File: src/rtl/updslow_llr_to_fifo_packer_if.sv
// Signal bundle between the RE/noise producer, the LLR FIFO packer and the IQ/Noise FIFOs.
// The master side drives the stream and FIFO status. The slave side is the packer.
interface updslow_llr_to_fifo_packer_if #(
  parameter int SAMPLE_W = 16,
  parameter int CNT_W    = 16
);
  logic                  i_user_start;
  logic [CNT_W-1:0]      i_cur_user_re_amounts;
  logic                  i_data_strobe;
  logic [SAMPLE_W-1:0]   i_re0_data_i;
  logic [SAMPLE_W-1:0]   i_re0_data_q;
  logic [SAMPLE_W-1:0]   i_re1_data_i;
  logic [SAMPLE_W-1:0]   i_re1_data_q;
  logic                  i_noise_strobe;
  logic [SAMPLE_W-1:0]   i_noise_data;
  logic                  IQ_FIFO_Full;
  logic                  Noise_FIFO_Full;
  logic                  o_ready;
  logic                  IQ_FIFO_Write_Enable;
  logic [8*SAMPLE_W-1:0] IQ_Data_SUM;
  logic                  Noise_FIFO_Write_Enable;
  logic [8*SAMPLE_W-1:0] Noise_Data_SUM;
  logic                  o_busy;
  logic                  o_user_done;
  logic                  o_overflow;

  modport master (
    output i_user_start, i_cur_user_re_amounts, i_data_strobe,
           i_re0_data_i, i_re0_data_q, i_re1_data_i, i_re1_data_q,
           i_noise_strobe, i_noise_data, IQ_FIFO_Full, Noise_FIFO_Full,
    input  o_ready, IQ_FIFO_Write_Enable, IQ_Data_SUM,
           Noise_FIFO_Write_Enable, Noise_Data_SUM, o_busy, o_user_done, o_overflow
  );

  modport slave (
    input  i_user_start, i_cur_user_re_amounts, i_data_strobe,
           i_re0_data_i, i_re0_data_q, i_re1_data_i, i_re1_data_q,
           i_noise_strobe, i_noise_data, IQ_FIFO_Full, Noise_FIFO_Full,
    output o_ready, IQ_FIFO_Write_Enable, IQ_Data_SUM,
           Noise_FIFO_Write_Enable, Noise_Data_SUM, o_busy, o_user_done, o_overflow
  );
endinterface

File: src/rtl/updslow_llr_to_fifo_packer.sv
// Packs the per-user RE beat stream and the noise samples into 128-bit IQ/Noise FIFO words.
// The lane layout is the one the slow-PHY-to-LLR unpacker expects.
module updslow_llr_to_fifo_packer #(
  parameter int SAMPLE_W = 16,
  parameter int CNT_W    = 16
) (
  input logic                         i_core_clk,
  input logic                         i_rx_rst,
  updslow_llr_to_fifo_packer_if.slave bus
);
  localparam int BEAT_W = 4 * SAMPLE_W;
  localparam int WORD_W = 8 * SAMPLE_W;
  localparam logic [CNT_W-1:0] CNT_MAX = '1;

  typedef enum logic [2:0] {S_IDLE, S_ACTIVE, S_FLUSH, S_DRAIN, S_DONE} state_t;

  state_t                state_q, state_d;
  logic [CNT_W-1:0]      amount_q, amount_d, re_cnt_q, re_cnt_d;
  logic                  phase_q, phase_d;
  logic [2:0]            lane_q, lane_d;
  logic                  overflow_q, overflow_d;
  logic [BEAT_W-1:0]     iq_acc_q, iq_acc_d;
  logic [7*SAMPLE_W-1:0] noise_acc_q, noise_acc_d;
  logic                  iq_pend_q, iq_pend_d, noise_pend_q, noise_pend_d;
  logic [WORD_W-1:0]     iq_word_q, iq_word_d, noise_word_q, noise_word_d;

  logic                  active, ready, iq_we, noise_we, beat_take, noise_take;
  logic [BEAT_W-1:0]     beat;

  always_ff @(posedge i_core_clk or posedge i_rx_rst) begin
    if (i_rx_rst) state_q <= S_IDLE;
    else          state_q <= state_d;
  end

  always_comb begin
    state_d = state_q;
    case (state_q)
      S_IDLE:   if (bus.i_user_start) state_d = S_ACTIVE;
      S_ACTIVE: if (re_cnt_q >= amount_q) state_d = S_FLUSH;
      S_FLUSH:  if (!iq_pend_q && !noise_pend_q) state_d = S_DRAIN;
      S_DRAIN:  if (!iq_pend_q && !noise_pend_q) state_d = S_DONE;
      S_DONE:   state_d = S_IDLE;
      default:  state_d = S_IDLE;
    endcase
  end

  // A full FIFO only stalls the stream when its pending word cannot leave this cycle.
  always_comb begin
    active   = (state_q == S_ACTIVE);
    iq_we    = iq_pend_q && !bus.IQ_FIFO_Full;
    noise_we = noise_pend_q && !bus.Noise_FIFO_Full;
    ready    = active && (re_cnt_q < amount_q)
               && !(iq_pend_q && bus.IQ_FIFO_Full)
               && !(noise_pend_q && bus.Noise_FIFO_Full);
    bus.o_ready                 = ready;
    bus.IQ_FIFO_Write_Enable    = iq_we;
    bus.IQ_Data_SUM             = iq_word_q;
    bus.Noise_FIFO_Write_Enable = noise_we;
    bus.Noise_Data_SUM          = noise_word_q;
    bus.o_busy                  = (state_q != S_IDLE);
    bus.o_user_done             = (state_q == S_DONE);
    bus.o_overflow              = overflow_q;
  end

  always_comb begin
    amount_d     = amount_q;
    re_cnt_d     = re_cnt_q;
    phase_d      = phase_q;
    lane_d       = lane_q;
    overflow_d   = overflow_q;
    iq_acc_d     = iq_acc_q;
    noise_acc_d  = noise_acc_q;
    iq_pend_d    = iq_pend_q && !iq_we;
    noise_pend_d = noise_pend_q && !noise_we;
    iq_word_d    = iq_word_q;
    noise_word_d = noise_word_q;
    beat         = {bus.i_re1_data_q, bus.i_re1_data_i, bus.i_re0_data_q, bus.i_re0_data_i};
    beat_take    = ready && bus.i_data_strobe;
    noise_take   = ready && bus.i_noise_strobe;

    if (state_q == S_IDLE && bus.i_user_start) begin
      amount_d    = bus.i_cur_user_re_amounts;
      re_cnt_d    = '0;
      phase_d     = 1'b0;
      lane_d      = 3'd0;
      overflow_d  = 1'b0;
      noise_acc_d = '0;
    end

    if (active && !ready && (bus.i_data_strobe || bus.i_noise_strobe))
      overflow_d = 1'b1;

    if (beat_take) begin
      re_cnt_d = (re_cnt_q >= CNT_MAX - CNT_W'(1)) ? CNT_MAX : re_cnt_q + CNT_W'(2);
      phase_d  = !phase_q;
      if (!phase_q) begin
        iq_acc_d = beat;
      end else begin
        iq_word_d = {beat, iq_acc_q};
        iq_pend_d = 1'b1;
      end
    end

    // Lanes 0..6 collect in the accumulator; lane 7 completes the word directly.
    if (noise_take) begin
      lane_d = lane_q + 3'd1;
      if (lane_q == 3'd7) begin
        noise_word_d = {bus.i_noise_data, noise_acc_q};
        noise_pend_d = 1'b1;
        noise_acc_d  = '0;
      end else begin
        for (int k = 0; k < 7; k++)
          if (lane_q == 3'(k)) noise_acc_d[k*SAMPLE_W +: SAMPLE_W] = bus.i_noise_data;
      end
    end

    if (state_q == S_FLUSH) begin
      if (phase_q && !iq_pend_q) begin
        iq_word_d = {{BEAT_W{1'b0}}, iq_acc_q};
        iq_pend_d = 1'b1;
        phase_d   = 1'b0;
      end
      if (lane_q != 3'd0 && !noise_pend_q) begin
        noise_word_d = {{SAMPLE_W{1'b0}}, noise_acc_q};
        noise_pend_d = 1'b1;
        noise_acc_d  = '0;
        lane_d       = 3'd0;
      end
    end
  end

  always_ff @(posedge i_core_clk or posedge i_rx_rst) begin
    if (i_rx_rst) begin
      amount_q     <= '0;
      re_cnt_q     <= '0;
      phase_q      <= 1'b0;
      lane_q       <= 3'd0;
      overflow_q   <= 1'b0;
      iq_acc_q     <= '0;
      noise_acc_q  <= '0;
      iq_pend_q    <= 1'b0;
      noise_pend_q <= 1'b0;
      iq_word_q    <= '0;
      noise_word_q <= '0;
    end else begin
      amount_q     <= amount_d;
      re_cnt_q     <= re_cnt_d;
      phase_q      <= phase_d;
      lane_q       <= lane_d;
      overflow_q   <= overflow_d;
      iq_acc_q     <= iq_acc_d;
      noise_acc_q  <= noise_acc_d;
      iq_pend_q    <= iq_pend_d;
      noise_pend_q <= noise_pend_d;
      iq_word_q    <= iq_word_d;
      noise_word_q <= noise_word_d;
    end
  end
endmodule

File: src/flat_wrapper.sv
// flat-port wrapper written by rule: the top's interface ports become plain ports
module updslow_llr_to_fifo_packer_flat 
#(
  parameter int SAMPLE_W = 16,
  parameter int CNT_W    = 16
)
  (i_core_clk, i_rx_rst, bus_i_user_start, bus_i_cur_user_re_amounts, bus_i_data_strobe, bus_i_re0_data_i, bus_i_re0_data_q, bus_i_re1_data_i, bus_i_re1_data_q, bus_i_noise_strobe, bus_i_noise_data, bus_IQ_FIFO_Full, bus_Noise_FIFO_Full, bus_o_ready, bus_IQ_FIFO_Write_Enable, bus_IQ_Data_SUM, bus_Noise_FIFO_Write_Enable, bus_Noise_Data_SUM, bus_o_busy, bus_o_user_done, bus_o_overflow);
  updslow_llr_to_fifo_packer_if #(.SAMPLE_W(SAMPLE_W), .CNT_W(CNT_W)) bus_i ();
  input logic i_core_clk;
  input logic i_rx_rst;
  input wire logic [$bits(bus_i.i_user_start)-1:0] bus_i_user_start;
  input wire logic [$bits(bus_i.i_cur_user_re_amounts)-1:0] bus_i_cur_user_re_amounts;
  input wire logic [$bits(bus_i.i_data_strobe)-1:0] bus_i_data_strobe;
  input wire logic [$bits(bus_i.i_re0_data_i)-1:0] bus_i_re0_data_i;
  input wire logic [$bits(bus_i.i_re0_data_q)-1:0] bus_i_re0_data_q;
  input wire logic [$bits(bus_i.i_re1_data_i)-1:0] bus_i_re1_data_i;
  input wire logic [$bits(bus_i.i_re1_data_q)-1:0] bus_i_re1_data_q;
  input wire logic [$bits(bus_i.i_noise_strobe)-1:0] bus_i_noise_strobe;
  input wire logic [$bits(bus_i.i_noise_data)-1:0] bus_i_noise_data;
  input wire logic [$bits(bus_i.IQ_FIFO_Full)-1:0] bus_IQ_FIFO_Full;
  input wire logic [$bits(bus_i.Noise_FIFO_Full)-1:0] bus_Noise_FIFO_Full;
  output wire logic [$bits(bus_i.o_ready)-1:0] bus_o_ready;
  output wire logic [$bits(bus_i.IQ_FIFO_Write_Enable)-1:0] bus_IQ_FIFO_Write_Enable;
  output wire logic [$bits(bus_i.IQ_Data_SUM)-1:0] bus_IQ_Data_SUM;
  output wire logic [$bits(bus_i.Noise_FIFO_Write_Enable)-1:0] bus_Noise_FIFO_Write_Enable;
  output wire logic [$bits(bus_i.Noise_Data_SUM)-1:0] bus_Noise_Data_SUM;
  output wire logic [$bits(bus_i.o_busy)-1:0] bus_o_busy;
  output wire logic [$bits(bus_i.o_user_done)-1:0] bus_o_user_done;
  output wire logic [$bits(bus_i.o_overflow)-1:0] bus_o_overflow;
  assign bus_i.i_user_start = bus_i_user_start;
  assign bus_i.i_cur_user_re_amounts = bus_i_cur_user_re_amounts;
  assign bus_i.i_data_strobe = bus_i_data_strobe;
  assign bus_i.i_re0_data_i = bus_i_re0_data_i;
  assign bus_i.i_re0_data_q = bus_i_re0_data_q;
  assign bus_i.i_re1_data_i = bus_i_re1_data_i;
  assign bus_i.i_re1_data_q = bus_i_re1_data_q;
  assign bus_i.i_noise_strobe = bus_i_noise_strobe;
  assign bus_i.i_noise_data = bus_i_noise_data;
  assign bus_i.IQ_FIFO_Full = bus_IQ_FIFO_Full;
  assign bus_i.Noise_FIFO_Full = bus_Noise_FIFO_Full;
  assign bus_o_ready = bus_i.o_ready;
  assign bus_IQ_FIFO_Write_Enable = bus_i.IQ_FIFO_Write_Enable;
  assign bus_IQ_Data_SUM = bus_i.IQ_Data_SUM;
  assign bus_Noise_FIFO_Write_Enable = bus_i.Noise_FIFO_Write_Enable;
  assign bus_Noise_Data_SUM = bus_i.Noise_Data_SUM;
  assign bus_o_busy = bus_i.o_busy;
  assign bus_o_user_done = bus_i.o_user_done;
  assign bus_o_overflow = bus_i.o_overflow;
  updslow_llr_to_fifo_packer #(.SAMPLE_W(SAMPLE_W), .CNT_W(CNT_W)) u_core (.i_core_clk(i_core_clk), .i_rx_rst(i_rx_rst), .bus(bus_i));
endmodule
File: config.mk
export PLATFORM = sky130hd
export DESIGN_NAME = updslow_llr_to_fifo_packer_flat
export DESIGN_NICKNAME = d
export VERILOG_FILES = /design/src/rtl/updslow_llr_to_fifo_packer_if.sv /design/src/rtl/updslow_llr_to_fifo_packer.sv /design/src/flat_wrapper.sv
export SDC_FILE = /design/constraint.sdc
export NUM_CORES = 1
export LEC_CHECK = 0
export BUFFER_PORTS_ARGS = -buffer_cell sky130_fd_sc_hd__buf_2
export CORE_AREA = 2 2 166 249
export DETAILED_ROUTE_END_ITERATION = 12
export DIE_AREA = 0 0 168 251
export GPL_TIMING_DRIVEN = 0
export PLACE_DENSITY = 0.81
export SLEW_MARGIN = 5
export SYNTH_ARGS = -nofsm -noshare
export SYNTH_HDL_FRONTEND = slang
export SYNTH_SLANG_ARGS = --single-unit
File: constraint.sdc
create_clock -name i_core_clk -period 21.8 [get_ports i_core_clk]
set_input_delay 4.36 -clock i_core_clk [delete_from_list [all_inputs] [get_ports i_core_clk]]
set_output_delay 4.36 -clock i_core_clk [all_outputs]
set_load 0.005 [all_outputs]
# Word level (Yosys, flattened, before mapping)
# Index checks and enable logic that the tools add are counted.
word_totals:
  reg_bits: 474
  in_bits: 103
  output_inout_bits: 262
  word_cells: 115
classes:
  add_sub_neg: 2
  n_lt_le_gt_ge: 3
  n_eq_ne: 15
  n_mux: 46
  bitwise_logic: 1
  n_reduce_logical: 36
ops:
  columns: ["op", "n"]
  rows:
  - ["128-bit two-way mux", 8]
  - ["112-bit two-way mux", 5]
  - ["16-bit two-way mux", 10]
  - ["3-bit two-way mux", 8]
  - ["1-bit logical AND", 17]
  - ["16-bit by 2-bit adder with 16-bit output, second input constant", 1]
  - ["16-bit >= comparator", 1]
  - ["16-bit >= comparator, second input constant", 1]
  - ["16-bit less-than comparator", 1]
  - ["3-bit equality test, second input constant", 5]
  - ["1-bit two-way mux", 14]
  - ["3-bit by 2-bit equality test with 1-bit output, second input constant", 4]
  - ["3-bit one-hot mux with 4 select lines", 1]
  - ["1-bit zero test", 10]
  - ["3-bit by 1-bit equality test with 1-bit output, second input constant", 2]
  - ["3-bit zero test", 2]
  - ["3-bit nonzero test", 2]
  - ["2-bit by 1-bit inequality test with 1-bit output, second input constant", 2]
  - ["2-bit inequality test, second input constant", 2]
  - ["4-bit AND reduction", 1]
  - ["2-bit nonzero test", 2]
  - ["3-bit by 1-bit adder with 3-bit output, second input constant", 1]
  - ["2-bit AND reduction", 1]
  - ["1-bit logical OR", 1]
  - ["1-bit NOT", 1]

# Longest topological paths before layout
depth:
  ltp_word: 8
  ltp_mapped: 11
  ltp_nobuf: 9

# Worst setup path after synthesis
# No wires, ideal clock.
synth_path:
  path_kind: "input-to-output"
  start: "input port bus_IQ_FIFO_Full"
  end: "output port bus_o_ready"
  arrival_time_ps: 5392
  t_required_ps: 17440
  slack_ps: 12048
  stages: 6
  cell_sequence: "a22oi_1 -> inv_1 -> a211oi_2 -> nand3_2 -> inv_4 -> buf_6"
synth_via:
  elab_chain_len: 4
synth_lines:
  columns: ["item", "line", "source"]
  rows:
  - ["from (decl)", "flat_wrapper.sv:20", "input wire logic [$bits(bus_i.IQ_FIFO_Full)-1:0] bus_IQ_FIFO_Full;"]
  - ["1-bit logical AND", "updslow_llr_to_fifo_packer.sv:53", "&& !(iq_pend_q && bus.IQ_FIFO_Full)"]
  - ["1-bit zero test", "updslow_llr_to_fifo_packer.sv:53", null]
  - ["1-bit logical AND", "updslow_llr_to_fifo_packer.sv:53", null]
  - ["1-bit logical AND", "updslow_llr_to_fifo_packer.sv:54", "&& !(noise_pend_q && bus.Noise_FIFO_Full);"]
  - ["to (decl)", "flat_wrapper.sv:22", "output wire logic [$bits(bus_i.o_ready)-1:0] bus_o_ready;"]
# No other way between the ends.

# Worst setup path after layout
# Ends and elaborated chain as after synthesis.

==> results.txt <==
----------------------------------------------------
[Synthesis]
  Post-synth top flop ... dfrtp_1
  Leading cell types by total area after synthesis ... dfrtp_1 60%, mux2_4 9.8%, o2bb2ai_1 4.3%
  Leading area contributor after synthesis ... dfrtp_1
  Yosys top cell area share ... about 60%
  Number of enable-type register cells in the synthesized netlist ... 0
  Most common cell in the synthesized netlist ... dfrtp_1
  Sequential share of the synthesized area ... between 60% and 70%
  Cell types with the highest counts after synthesis ... 474 x dfrtp_1, 129 x mux2_4, 96 x o2bb2ai_1, 95 x nor2_1, 82 x mux2i_1
  Share of async-settable or async-resettable flops after synthesis ... 100%
  Number of register bits inferred by synthesis ... 474
  Netlist cell types ... 53
  Mean cell area of the mapped netlist ... between 10 and 15 sq um
  Cell count after synthesis ... 1364
  Number of synthesis warnings ... 0
  Syn_nets ... 1490
  Post-synthesis cell area ... just under 20000 sq um

[Drt]
  Drt total wl ... 50000 um
  Detailed-route via count ... about 13000
  Detailed-route DRC error count ... 0
  WL/cell ... roughly 22 um
  Detailed Route Iter0 Violations ... slightly below 900
  Number of detailed-route iterations in the first pass ... 5
  Number of nets still failing antenna checks after routing ... 0
  Number of vias per cell after detailed routing ... ~5.5

[Floorplanning]
  Core area ... between 30000 and 40000 sq um
  Floorplan row count ... 90
  Full die area ... 42200 sq um
  Initial core utilization ... about 50%
  Number of top-level pins ... between 300 and 400
  Die outline height ... 251 um
  Width of the chip ... about 170 um

[Worst setup path]
  Largest fanout on the critical path ... 10
  Data arrival time of the worst path ... about 6.0 ns
  Critical path's largest stage delay ... between 0.4 and 0.5 ns
  Internal reg-to-reg setup slack ... between 15 and 20 ns
  WP buf/inv ... 5
  Element type at the critical path start ... input port
  Worst path most repeated cell ... buf_2
  Category of the most critical setup path ... in2out
  Worst Path Required ... ~17 ns
  Family with the most delay on the worst path ... buffers and inverters
  CP Capture Type ... output pin
  Start point of the critical path ... bus_IQ_FIFO_Full
  Start of the worst register-to-register path ... u_core.re_cnt_q[7]
  CP cell instances ... buf_2 > a22oi_1 > inv_1 > a211oi_2 > nand3_2 > inv_4 > buf_6 > buf_2
  Cell with the largest stage delay on the worst path ... a22oi_1
  FF-to-FF path depth ... 8
  Worst reg2reg path endpoint ... u_core.noise_acc_q[9]

[Timing]
  Skew final ... approximately 0.014 ns
  Transition time at the pin with the least slew margin ... 1.03 ns
  Total count of max-transition violations in the final report ... 0
  Final critical path time including I/O delays and setup ... slightly above 10 ns
  RSZ-0062 raised after global routing ... false
  Final clock period utilization by the worst path ... 47.4%
  Worst relative slew slack ... between 30% and 40%
  Final hold vios ... 0
  Fin worst setup slack ... around 11 ns
  Final-report setup violation count ... 0
  Setup TNS ... 0 ns
  Highest achievable clock rate ... 96.7 MHz

[Clocking]
  CTS H-Tree Depth ... 2
  Clock insertion delay at the later pin of the skew report ... 0.56 ns
  Clock-pin transition on the worst setup and hold timing paths ... approximately 0.060 ns
  Number of post-CTS setup repair buffers ... 0
  CTS tree ... done
  TritonCTS Sinks ... 474
  Cell at the root of the clock tree ... clkbuf_16
  Number of cells upsized or downsized after cts ... 0
  Number of clock buffers inserted by TritonCTS ... 45
  Maximum clock path buffer count ... 3
  Quantity of hold-fixing buffers added after cts ... 0

[Power and ir drop]
  Fraction of power consumed by combinational cells ... a little under a third
  Sequential cell fraction of total power ... 42.0%
  Net switching component of the power ... 0.000976 W
  Maximum vdd ir drop ... about 85 uV
  Lkg Pwr ... approximately 13 nW
  Total power density per cell area ... 130 nW/um^2
  Internal ... 0.00213 W
  Switching part of the total power ... between 30% and 40%
  Portion of total power attributed to the clock network ... a little over a quarter

[GRT]
  Vias in the first global route ... between 10000 and 15000
  Initial antenna violation count ... 6
  Overall overflow remaining after global route ... 0
  Pin count of the biggest net entering global routing ... 136
  Total Routing Usage GR ... between 20% and 30%
  Global-route wire length before repair ... approximately 80000 um

[Place]
  Final HPWL from detailed placement ... approximately 36000 um
  Setup slack at placement ... approximately 11 ns
  Final weighted congestion in routability-driven placement ... roughly 0.84
  Input/output buffers ... 363
  Cell total after placement ... between 2000 and 2500

[Layout]
  Final Net Count ... 1903
  Number of standard cells in the final layout excluding fillers ... about 2300
  Ratio of cells with drive above 1 in the final layout ... roughly two fifths
  Post-synthesis to final-layout area growth ... 21.0%

[Min path]
  Class of the worst hold path ... reg2reg
  Worst Hold Path Cells ... 1
  Critical hold path startpoint ... u_core.bus.IQ_Data_SUM[21]
  Endpoint of the worst hold path ... u_core.bus.IQ_Data_SUM[21]

[Run]
  Count of max-cap constraint violations ... 0

[Outcome]
  Status ... completed

----------------------------------------------------
per-stage QoR:
| stage | total power [W] | utilization (%) | instance area [sq um] | hold slack [ns] |
|---|---|---|---|---|
| 2_1_floorplan | 0.00191 | - | 19700 | 0.450 |
| 3_3_place_gp | 0.00224 | 55.4 | 22200 | 0.461 |
| 3_5_place_dp | 0.00228 | 55.6 | 22200 | 0.469 |
| 4_1_cts | 0.00313 | 59.6 | 23800 | 0.483 |
| 5_1_grt | 0.00327 | 59.6 | 23800 | 0.491 |
| 6_report | 0.00311 | 59.6 | 23800 | 0.478 |
registers in the layout, summed over array words and instances (netlist names):
signal	count
u_core.phase_q	1
u_core.bus.o_overflow	1
u_core.iq_acc_q	64
u_core.amount_q	16
u_core.noise_pend_q	1
u_core.state_q	3
u_core.lane_q	3
u_core.bus.Noise_Data_SUM	128
u_core.bus.IQ_Data_SUM	128
u_core.re_cnt_q	16
u_core.noise_acc_q	112
u_core.iq_pend_q	1
worst reg2reg max path, delay by kind of cell (launching register included):
family | cells | cell delay (ns)
AOI/OAI and AO/OA | 4 | 1.51
buffers and inverters | 1 | 0.43
adders and majority gates | 1 | 0.36
DFF | 1 | 0.43
and+or+nand+nor | 2 | 0.42
per-layer routing:
metal  track usage (%)  wire (um)  vias up
met5                 0         13        -
met4              13.2       2860        2
met3              4.49       2680      139
met2              41.5      25400      427
met1              27.6      19000     6582
li1                  -          -     5715
cell families (layout without fill, tap and decap cells):
logic type / count (synthesis) / count (layout) / synth area share [%]
AO/OA/AOI/OAI: 196 / 196 / 8.14
AND/OR/NAND/NOR: 226 / 226 / 6.08
flip-flops: 474 / 474 / 60.2
multiplexers: 322 / 322 / 20.3
other: 0 / 5 / 0
adder cells (fa/ha/maj): 23 / 23 / 1.46
buffers and inverters: 123 / 568 / 3.77
placed cells by master (no fill, tap or decap), drive strengths merged, types with 2 or more instances in the layout:
master	n
o21ai	22
buf	421
nor2b	5
diode	5
o211ai	4
ha	23
and3	6
nand2	34
nand4	11
inv	45
nor3b	19
and2	3
clkinvlp	3
a21oi	22
o2bb2ai	96
mux2	240
a21o	8
mux2i	82
nor3	9
nor2	95
a311oi	6
a221o	17
nor4	2
a31oi	9
nand3	16
a41oi	3
clkinv	7
or3	3
nand2b	20
bufinv	7
dfrtp	474
a211oi	3
clkbuf	85
area by class of cell:
cell class | count | area, sq um
fillers | 2985 | 16100
flip-flops and latches | 474 | 11900
multi-input cells | 767 | 7100
repair buffers | 366 | 1900
clock buffers | 61 | 1280
well taps | 506 | 633
plain buffers | 79 | 576
clock inverters | 18 | 310
inverters | 44 | 175
diodes | 5 | 12.5
power groups by stage:
stage,Combinational (W),Sequential (W),Clock [W]
final,0.000966,0.00131,0.000837
after detailed placement,0.000964,0.00132,0
after global placement,0.000934,0.00130,0
after floorplan,0.000603,0.00130,0
after CTS,0.000973,0.00131,0.000854
after global routing,0.00105,0.00134,0.000889
worst max-delay path by stage:
stage,cells past startpoint,end,slack [ns]
2_1_floorplan,1,u_core.amount_q[0],4.22
4_1_cts,8,bus_o_ready,11.48
5_1_grt,8,bus_o_ready,11.35
3_5_place_dp,8,bus_o_ready,11.49
6_report,8,bus_o_ready,11.46
3_3_place_gp,2,u_core.noise_acc_q[24],0.17
(Power assumes the default switching activity.)
